--- src/rtl/sym_src_pkg.sv ---
// sym_src_pkg: shared state encoding, Gray level map and PRBS-15 constants.
package sym_src_pkg;
    typedef enum logic [1:0] {IDLE, WAIT_SYM, PREAMBLE, PAYLOAD} state_t;
    localparam int LEVEL_A_DEF = 8192;
    localparam int LEVEL_3A_DEF = 3 * LEVEL_A_DEF;
    localparam int TAP_HI = 14;
    localparam int TAP_LO = 13;
    localparam logic [14:0] SEED_DEF = 15'h0001;
    function automatic int gray_level(input logic [1:0] s, input int a);
        return s[1] ? (s[0] ? a : 3 * a) : (s[0] ? -a : -3 * a);
    endfunction
endpackage

--- src/rtl/prbs15_lfsr.sv ---
// prbs15_lfsr: PRBS-15 generator advancing two steps per enable, yielding a 2-bit symbol.
module prbs15_lfsr
    import sym_src_pkg::*;
#(
    parameter logic [14:0] SEED = SEED_DEF
) (
    input  logic       clk,
    input  logic       reset,
    input  logic       load_i,
    input  logic       adv_i,
    output logic [1:0] sym_o
);
    logic [14:0] l_q, l0, l1, l2;
    // An all-zero register would lock up, so it is treated as the seed.
    assign l0 = l_q == '0 ? SEED : l_q;
    assign l1 = {l0[13:0], l0[TAP_HI] ^ l0[TAP_LO]};
    assign l2 = {l1[13:0], l1[TAP_HI] ^ l1[TAP_LO]};
    assign sym_o = {l1[0], l2[0]};
    always_ff @(posedge clk) begin
        if (reset || load_i) l_q <= SEED;
        else if (adv_i) l_q <= l2;
        else if (l_q == '0) l_q <= SEED;
    end
endmodule

--- src/rtl/sym_source_upsampler.sv ---
// sym_source_upsampler: preamble/PRBS 4-ASK symbol source, zero-stuffed to SPS samples per symbol.
module sym_source_upsampler
    import sym_src_pkg::*;
#(
    parameter int          OUT_W        = 18,
    parameter int          SPS          = 4,
    parameter int          LEVEL_A      = LEVEL_A_DEF,
    parameter int          PREAMBLE_LEN = 8,
    parameter logic [14:0] LFSR_SEED    = SEED_DEF
) (
    input  logic             clk,
    input  logic             reset,
    input  logic             sym_clk_en,
    input  logic             sam_clk_en,
    input  logic             start,
    input  logic [15:0]      burst_len,
    output logic [OUT_W-1:0] sample_out,
    output logic             sample_valid,
    output logic [1:0]       symbol_out,
    output logic             symbol_valid,
    output logic             busy,
    output logic             done,
    output logic             align_err
);
    localparam int PW = $clog2(SPS + 1);
    state_t state_q, state_d;
    logic [15:0] len_q, cnt_q, cnt_d;
    logic [PW-1:0] phase_q;
    logic [1:0] prbs_sym, sym_d;
    logic emit, adv, load, fin, pre_last;

    assign load = state_q == IDLE && start;
    assign emit = sym_clk_en && state_q != IDLE;
    assign pre_last = state_q == PREAMBLE && cnt_q == 16'(PREAMBLE_LEN);
    assign adv = sym_clk_en && (state_q == PAYLOAD || pre_last);
    assign cnt_d = state_q == WAIT_SYM || pre_last ? 16'd1 : cnt_q + 16'd1;
    assign fin = adv && len_q != '0 && cnt_d == len_q;
    // Preamble alternates +3A/-3A starting with +3A; cnt_q is the index of the next preamble symbol.
    assign sym_d = state_q == WAIT_SYM ? 2'b10 :
                   state_q == PREAMBLE && !pre_last ? (cnt_q[0] ? 2'b00 : 2'b10) : prbs_sym;
    assign state_d = fin ? IDLE :
                     state_q == IDLE ? (start ? WAIT_SYM : IDLE) :
                     !sym_clk_en ? state_q :
                     state_q == WAIT_SYM ? PREAMBLE :
                     adv ? PAYLOAD : state_q;

    prbs15_lfsr #(.SEED(LFSR_SEED)) u_prbs (
        .clk(clk),
        .reset(reset),
        .load_i(load),
        .adv_i(adv),
        .sym_o(prbs_sym)
    );

    always_ff @(posedge clk) begin
        if (reset) begin
            state_q <= IDLE;
            len_q <= '0;
            cnt_q <= '0;
            phase_q <= '0;
            sample_out <= '0;
            sample_valid <= 1'b0;
            symbol_out <= '0;
            symbol_valid <= 1'b0;
            busy <= 1'b0;
            done <= 1'b0;
            align_err <= 1'b0;
        end else begin
            state_q <= state_d;
            busy <= state_d != IDLE;
            done <= fin;
            sample_valid <= sam_clk_en | sym_clk_en;
            symbol_valid <= emit;
            if (load) len_q <= burst_len;
            if (emit) begin
                symbol_out <= sym_d;
                cnt_q <= cnt_d;
            end
            if (sam_clk_en | sym_clk_en) sample_out <= emit ? OUT_W'(gray_level(sym_d, LEVEL_A)) : '0;
            phase_q <= sym_clk_en ? PW'(1) :
                       sam_clk_en && phase_q != PW'(SPS) ? phase_q + 1'b1 : phase_q;
            // A set in the same cycle as an accepted start wins over the clear.
            align_err <= (align_err && !load) || (sym_clk_en && !sam_clk_en) ||
                         (sam_clk_en && !sym_clk_en && phase_q == PW'(SPS));
        end
    end
endmodule

--- config.mk ---
export PLATFORM = sky130hd
export DESIGN_NAME = sym_source_upsampler
export DESIGN_NICKNAME = d
export VERILOG_FILES = /design/src/rtl/sym_src_pkg.sv /design/src/rtl/prbs15_lfsr.sv /design/src/rtl/sym_source_upsampler.sv
export SDC_FILE = /design/constraint.sdc
export NUM_CORES = 1
export LEC_CHECK = 0
export CORE_UTILIZATION = 44
export CTS_CLUSTER_SIZE = 25
export DETAILED_ROUTE_END_ITERATION = 6
export GPL_TIMING_DRIVEN = 0
export HOLD_SLACK_MARGIN = 0.03
export PLACE_DENSITY_LB_ADDON = 0.2
export SLEW_MARGIN = 5
export SYNTH_ARGS = -nofsm -noshare
export SYNTH_HDL_FRONTEND = slang
export SYNTH_SLANG_ARGS = --single-unit
--- constraint.sdc ---
create_clock -name clk -period 2.2 [get_ports clk]
set_input_delay 0.44 -clock clk [delete_from_list [all_inputs] [get_ports clk]]
set_output_delay 0.44 -clock clk [all_outputs]
set_load 0.005 [all_outputs]
Word level (Yosys, flattened, before mapping)
Cells that the tools add are included.

word-level totals
  register bits after elaboration = 77

cells by class
  add/sub/neg operators = 2
  eq/ne operators = 7
  muxes and demuxes = 18
  bitwise operators = 3
  reductions and logical operators = 28

operators by type and width
  operator                                               number
  two-way mux 15 bit                                     4
  two-way mux 18 bit                                     2
  adder 16 x 1 -> 16 bit (second input constant)         1
  equality test 16 bit                                   1
  equality test 16 x 4 -> 1 bit (second input constant)  1
  two-way mux 16 bit                                     1
  two-way mux 2 bit                                      8
  nonzero test 16 bit                                    1
  zero test 15 bit                                       1
  logical AND 1 bit                                      12
  nonzero test 2 bit                                     3
  logical OR 1 bit                                       5
  equality test 2 bit (second input constant)            2
  zero test 1 bit                                        4
  adder 3 x 1 -> 3 bit (second input constant)           1
  equality test 3 bit (second input constant)            1
  two-way mux 1 bit                                      3
  != test 3 bit (second input constant)                  1
  equality test 2 x 1 -> 1 bit (second input constant)   1
  zero test 2 bit                                        1
  OR reduction 2 bit                                     1
  bitwise XOR 1 bit                                      2
  bitwise OR 1 bit                                       1

Longest topological paths before layout
  depth after elaboration = 10
  mapped depth = 11
  mapped depth without buffers = 9

Hierarchy
From an unflattened synthesis, not the netlist that was laid out.

unflattened totals
  cell total of the unflattened synthesis = 433
  area total of the unflattened synthesis = 3487.1 sq um

by module, submodules not included
  module                instances  cells an instance  area each (sq um)  sequential area each (sq um)
  sym_source_upsampler  1          374                2882.8             940.9
  prbs15_lfsr           1          59                 604.3              300.3

Worst setup path after synthesis
OpenSTA, ideal clock, no wires.

  path type = reg-to-reg
  start = register cnt_q[1]
  end = register state_q[0]
  arrival time = 2.281 ns
  slack = -0.203 ns
  stages on the path, launching flop included = 11
  buffers on the path = 2
  clock period less this slack = 2.403 ns
  path through = dfxtp_1 ha_1 buf_2 nand3_2 buf_6 o31ai_1 or2b_1 or4_4 o211ai_2 and3_4 a211oi_1

between the ends
  word-level cells in the longest chain between the ends = 9
  elaborated cells on any way between the ends = 15
  classes of those cells = 1 x add/sub; 2 x eq/ne; 6 x mux; 6 x reduce/logical

ends and longest elaborated chain
  item                                                                            RTL line                    RTL
  start: declaration                                                              sym_source_upsampler.sv:27  logic [15:0] len_q, cnt_q, cnt_d;
  start signal: assignment                                                        sym_source_upsampler.sv:77  cnt_q <= cnt_d;
  parallel branches: the longest is 8 deep, another holds adder 16 x 1 -> 16 bit  --
  two-way mux 2 bit *                                                             sym_source_upsampler.sv:41  assign state_d = fin ? IDLE :
  end signal: assignment                                                          sym_source_upsampler.sv:69  state_q <= state_d;
  end: declaration                                                                sym_source_upsampler.sv:26  state_t state_q, state_d;

Every way passes the cells marked *.
A chain may end at the register's enable or synchronous reset.

Worst setup path after layout
  start = register cnt_q[13]
  end = register busy

between the ends
  word-level cells in the longest chain between the ends = 10
  elaborated cells on any way between the ends = 16
  classes of those cells = 1 x add/sub; 2 x eq/ne; 6 x mux; 7 x reduce/logical

ends and longest elaborated chain
  item                                                                            RTL line                    RTL
  parallel branches: the longest is 8 deep, another holds adder 16 x 1 -> 16 bit  --
  two-way mux 2 bit *                                                             sym_source_upsampler.sv:41
  nonzero test 2 bit *                                                            sym_source_upsampler.sv:70  busy <= state_d != IDLE;
  end signal: assignment                                                          sym_source_upsampler.sv:65  busy <= 1'b0;
  end signal: assignment                                                          sym_source_upsampler.sv:70
  end: declaration                                                                sym_source_upsampler.sv:21  output logic busy,

Marks and branches as above.

==> PnR_summary.wiki <==
{| class="wikitable"
! Metric !! Value
|-
| Result of the run || complete, but fails checks
|-
| Failing checks || setup timing
|-
| Final worst-path cycle share || 1.06
|-
| Kind of path behind the tightest hold check || reg2reg
|-
| Maximum clock rate || around 0.43 GHz
|-
| Least setup slack across all paths after layout || -137 ps
|-
| Sum of routed wire length over all layers || between 10000 and 15000 µm
|-
| Worst Clk Skew || about 9.5 ps
|-
| Cell area after placement || between 4000 and 5000 µm²
|-
| Via total after detailed routing || approximately 3500
|-
| Ratio of cells with drive above 1 in the final layout || 0.292
|-
| Worst VDD drop || 0.313 mV
|-
| CTS tree || built
|-
| Cts bufs inserted || 9
|-
| Total area of multi-input combinational cells || approximately 2400 µm²
|-
| Power Dens Cells || between 500 and 600 nW/µm²
|-
| Core outline area || between 7000 and 8000 µm²
|-
| Number of sinks handled by clock tree synthesis || 62
|-
| CP startpoint || cnt_q[13]
|-
| Share of synthesized flip-flops with an asynchronous set or reset || 0
|-
| Number of endpoints with negative hold slack in the final report || 0
|-
| Clock period minus final worst setup slack || ~2300 ps
|-
| IO Port Bufs || 32
|-
| First-pass GRT wire length || 16500 µm
|-
| Area delta synth->final || 41.0%
|-
| DRC errors left || 0
|-
| Initial core utilization || 0.456
|-
| Count of flip-flops with a built-in enable after synthesis || 0
|-
| Gp weighted congestion || 0.885
|-
| I/O Pins || 46
|-
| Data required, critical path || about 2500 ps
|-
| Fraction of the core area covered by cells at the end of the flow || 0.642
|-
| Number of DRC markers in iteration 0 || 327
|-
| Count of cell types in the netlist || 59
|-
| Slew @ Worst Pin || roughly 630 ps
|-
| Share of synthesized area occupied by flip-flops and latches || 0.351
|-
| Total of warnings raised by yosys || 0
|-
| Number of placement rows || 32
|-
| Critical path start-end classification || reg2reg
|-
| Post-synthesis instance total || approximately 430
|-
| RSZ-0062 raised after global routing || yes
|-
| Endpoint kind of the worst setup timing path || flop
|-
| Routed len/inst || between 15 and 20 µm
|-
| H-tree depth || 3
|-
| Number of buffers on the longest clock path || 2
|-
| Number of antenna repair diodes || 0
|-
| Area fraction of the dominant cell type after synthesis || 0.351
|-
| Total Routing Usage GR || 0.252
|-
| Area of all placed cells without fillers || 4990 µm²
|-
| Largest fanout on the critical path || 6
|-
| Clock latency at the later pin of the worst-skew pair || 360 ps
|-
| Main flop type after synthesis || dfxtp_1
|-
| Die area || 8400 µm²
|-
| Commonest cells after routing, fill and taps aside || nand2_1 (56), nor2_1 (50), dfxtp_1 (50), buf_4 (48), a21oi_1 (43)
|-
| Most common cell after layout, fill and taps aside || nand2_1
|-
| Final setup violating endpoints || 4
|-
| Count of antenna-violating nets left after detailed routing || 0
|-
| Die boundary width || 91.7 µm
|-
| Top cells by area in the synthesized netlist || dfxtp_1 (35%), a21oi_1 (6.5%), nand2_1 (6.0%), nor2_1 (5.6%), mux2i_1 (4.2%)
|-
| Maximum Capacitance Violations || 0
|-
| Global route overflow || 0
|-
| FF-to-FF Start || cnt_q[13]
|-
| Iteration count of the initial detailed-routing pass || 5
|-
| Cell taking the most area after synthesis || dfxtp_1
|-
| Detailed-placement wirelength estimate || between 6000 and 7000 µm
|-
| Worst Path Arrival || ~2600 ps
|-
| Number of fillers in the final layout || ~640
|-
| Clk Tree Root Cell || clkbuf_8
|-
| Clock-pin slew reported for the worst setup and hold paths after clock tree synthesis || roughly 80 ps
|-
| Final #Nets || 550
|-
| Number of antenna violations at the first check in global routing || 0
|-
| Maximum number of pins on one net before global-route repair || 13
|-
| Launch point of the worst hold path || symbol_out[0]
|-
| Register bit total from synthesis || 62
|-
| Kind of start point of the critical path || flop
|-
| Worst slew margin relative to its limit || 0.579
|-
| Count of hold buffers inserted by post-cts repair || 0
|-
| Static leakage || 0.00198 µW
|-
| Number of max-slew violations in the final report || 0
|-
| Height of the chip || around 90 µm
|-
| Number of global-route vias before repair || about 3500
|-
| Register area || 1270 µm²
|-
| Netlist area before placement || ~3500 µm²
|-
| Syn_area_per_cell || between 8 and 9 µm²
|-
| Number of vias per cell after detailed routing || between 5 and 6
|}
sequential cells by signal (all words and copies together), names as in the netlist:
signal and cells:
align_err 1, busy 1, cnt_q 16, done 1
len_q 16, phase_q 3, sample_out 3, sample_valid 1
state_q 2, symbol_out 2, symbol_valid 1, u_prbs.l_q 15
power by group:
part           switching [µW]  internal [µW]  total, µW
logic                     256            231        488
clock network             504            524       1030
registers                34.2           1150       1190
synthesized netlist by cell type (2+ instances only):
library cell,instances
nor2_1,53
nand2_1,57
nor4_1,8
buf_2,2
nand2b_1,3
mux2i_1,15
o2bb2ai_1,2
nor4_4,3
a211oi_1,3
a22oi_1,3
nor4b_1,2
buf_6,2
dfxtp_1,62
a31oi_1,4
nand4_1,4
ha_1,4
buf_4,17
nor3b_1,2
nand3b_1,9
clkbuf_1,12
a21oi_1,46
xnor2_1,13
clkbuf_8,8
xor2_1,7
or2_2,2
o21ai_0,18
inv_1,9
nand4_4,2
a32oi_1,2
or3_1,3
nor3_1,14
o31ai_1,4
nand3_1,10
nand3_2,2
worst paths after layout:
path	end	slack (ps)	depth (start not counted)
min	symbol_out[0]	460	2
min reg2reg	symbol_out[0]	460	2
max reg2reg	busy	-140	7
max	busy	-140	7
what timing repair did:
action / CTS / global route
setup endpoints to repair: 30 / 25
buffers inserted: 32 / 11
hold endpoints to repair: 0 / 0
pin swaps: 25 / 24
gates resized for setup: 53 / 40
gates cloned: 2 / 0
metal layers:
layer,wire length (µm),track usage,vias to the layer above
met2,5230,0.435,152
met1,4450,0.291,1635
met4,427,0.122,0
met3,646,0.0614,44
li1,-,-,1674
met5,0,0.00641,-
cells by family (layout without fill, tap and decap cells):
group | after synthesis | after routing | synth area share
muxes | 15 | 15 | 0.0424
adders and majority gates | 4 | 4 | 0.0141
and+or+nand+nor | 184 | 185 | 0.275
buffers and inverters | 51 | 136 | 0.102
other | 1 | 13 | 0.00106
xor gates and xnor gates | 21 | 21 | 0.0559
AOI/OAI and AO/OA | 94 | 94 | 0.159
DFF | 62 | 62 | 0.351
per-stage QoR:
step / hold slack (ps) / setup WS (ps) / TNS (ps) / total power, µW / cells
6_report: 457 / -137 / -458 / 2700 / 632
5_1_grt: 488 / -170 / -581 / 2810 / 632
4_1_cts: 464 / -44.0 / -145 / 2670 / 626
3_5_place_dp: 454 / -426 / -7770 / 1600 / 578
3_3_place_gp: 447 / -412 / -7100 / 1590 / 578
2_1_floorplan: 448 / 18.2 / 0 / 1460 / 444
layout make-up:
class	count	area share
multi-input combinational	332	0.476
sequential	62	0.254
timing repair buffer	73	0.132
buffer	38	0.0645
tap	102	0.0256
clock buffer	9	0.0248
clock inverter	7	0.0148
inverter	9	0.00778
critical path: stages (launching register included):
cell and delay (ps):
dfxtp_1 500, nand3_1 190, nor4_4 430, xnor2_1 180
o2bb2ai_1 200, a2111oi_4 360, o311a_4 290, a21oi_1 70
No activity file was read; power rests on OpenSTA's default activity.
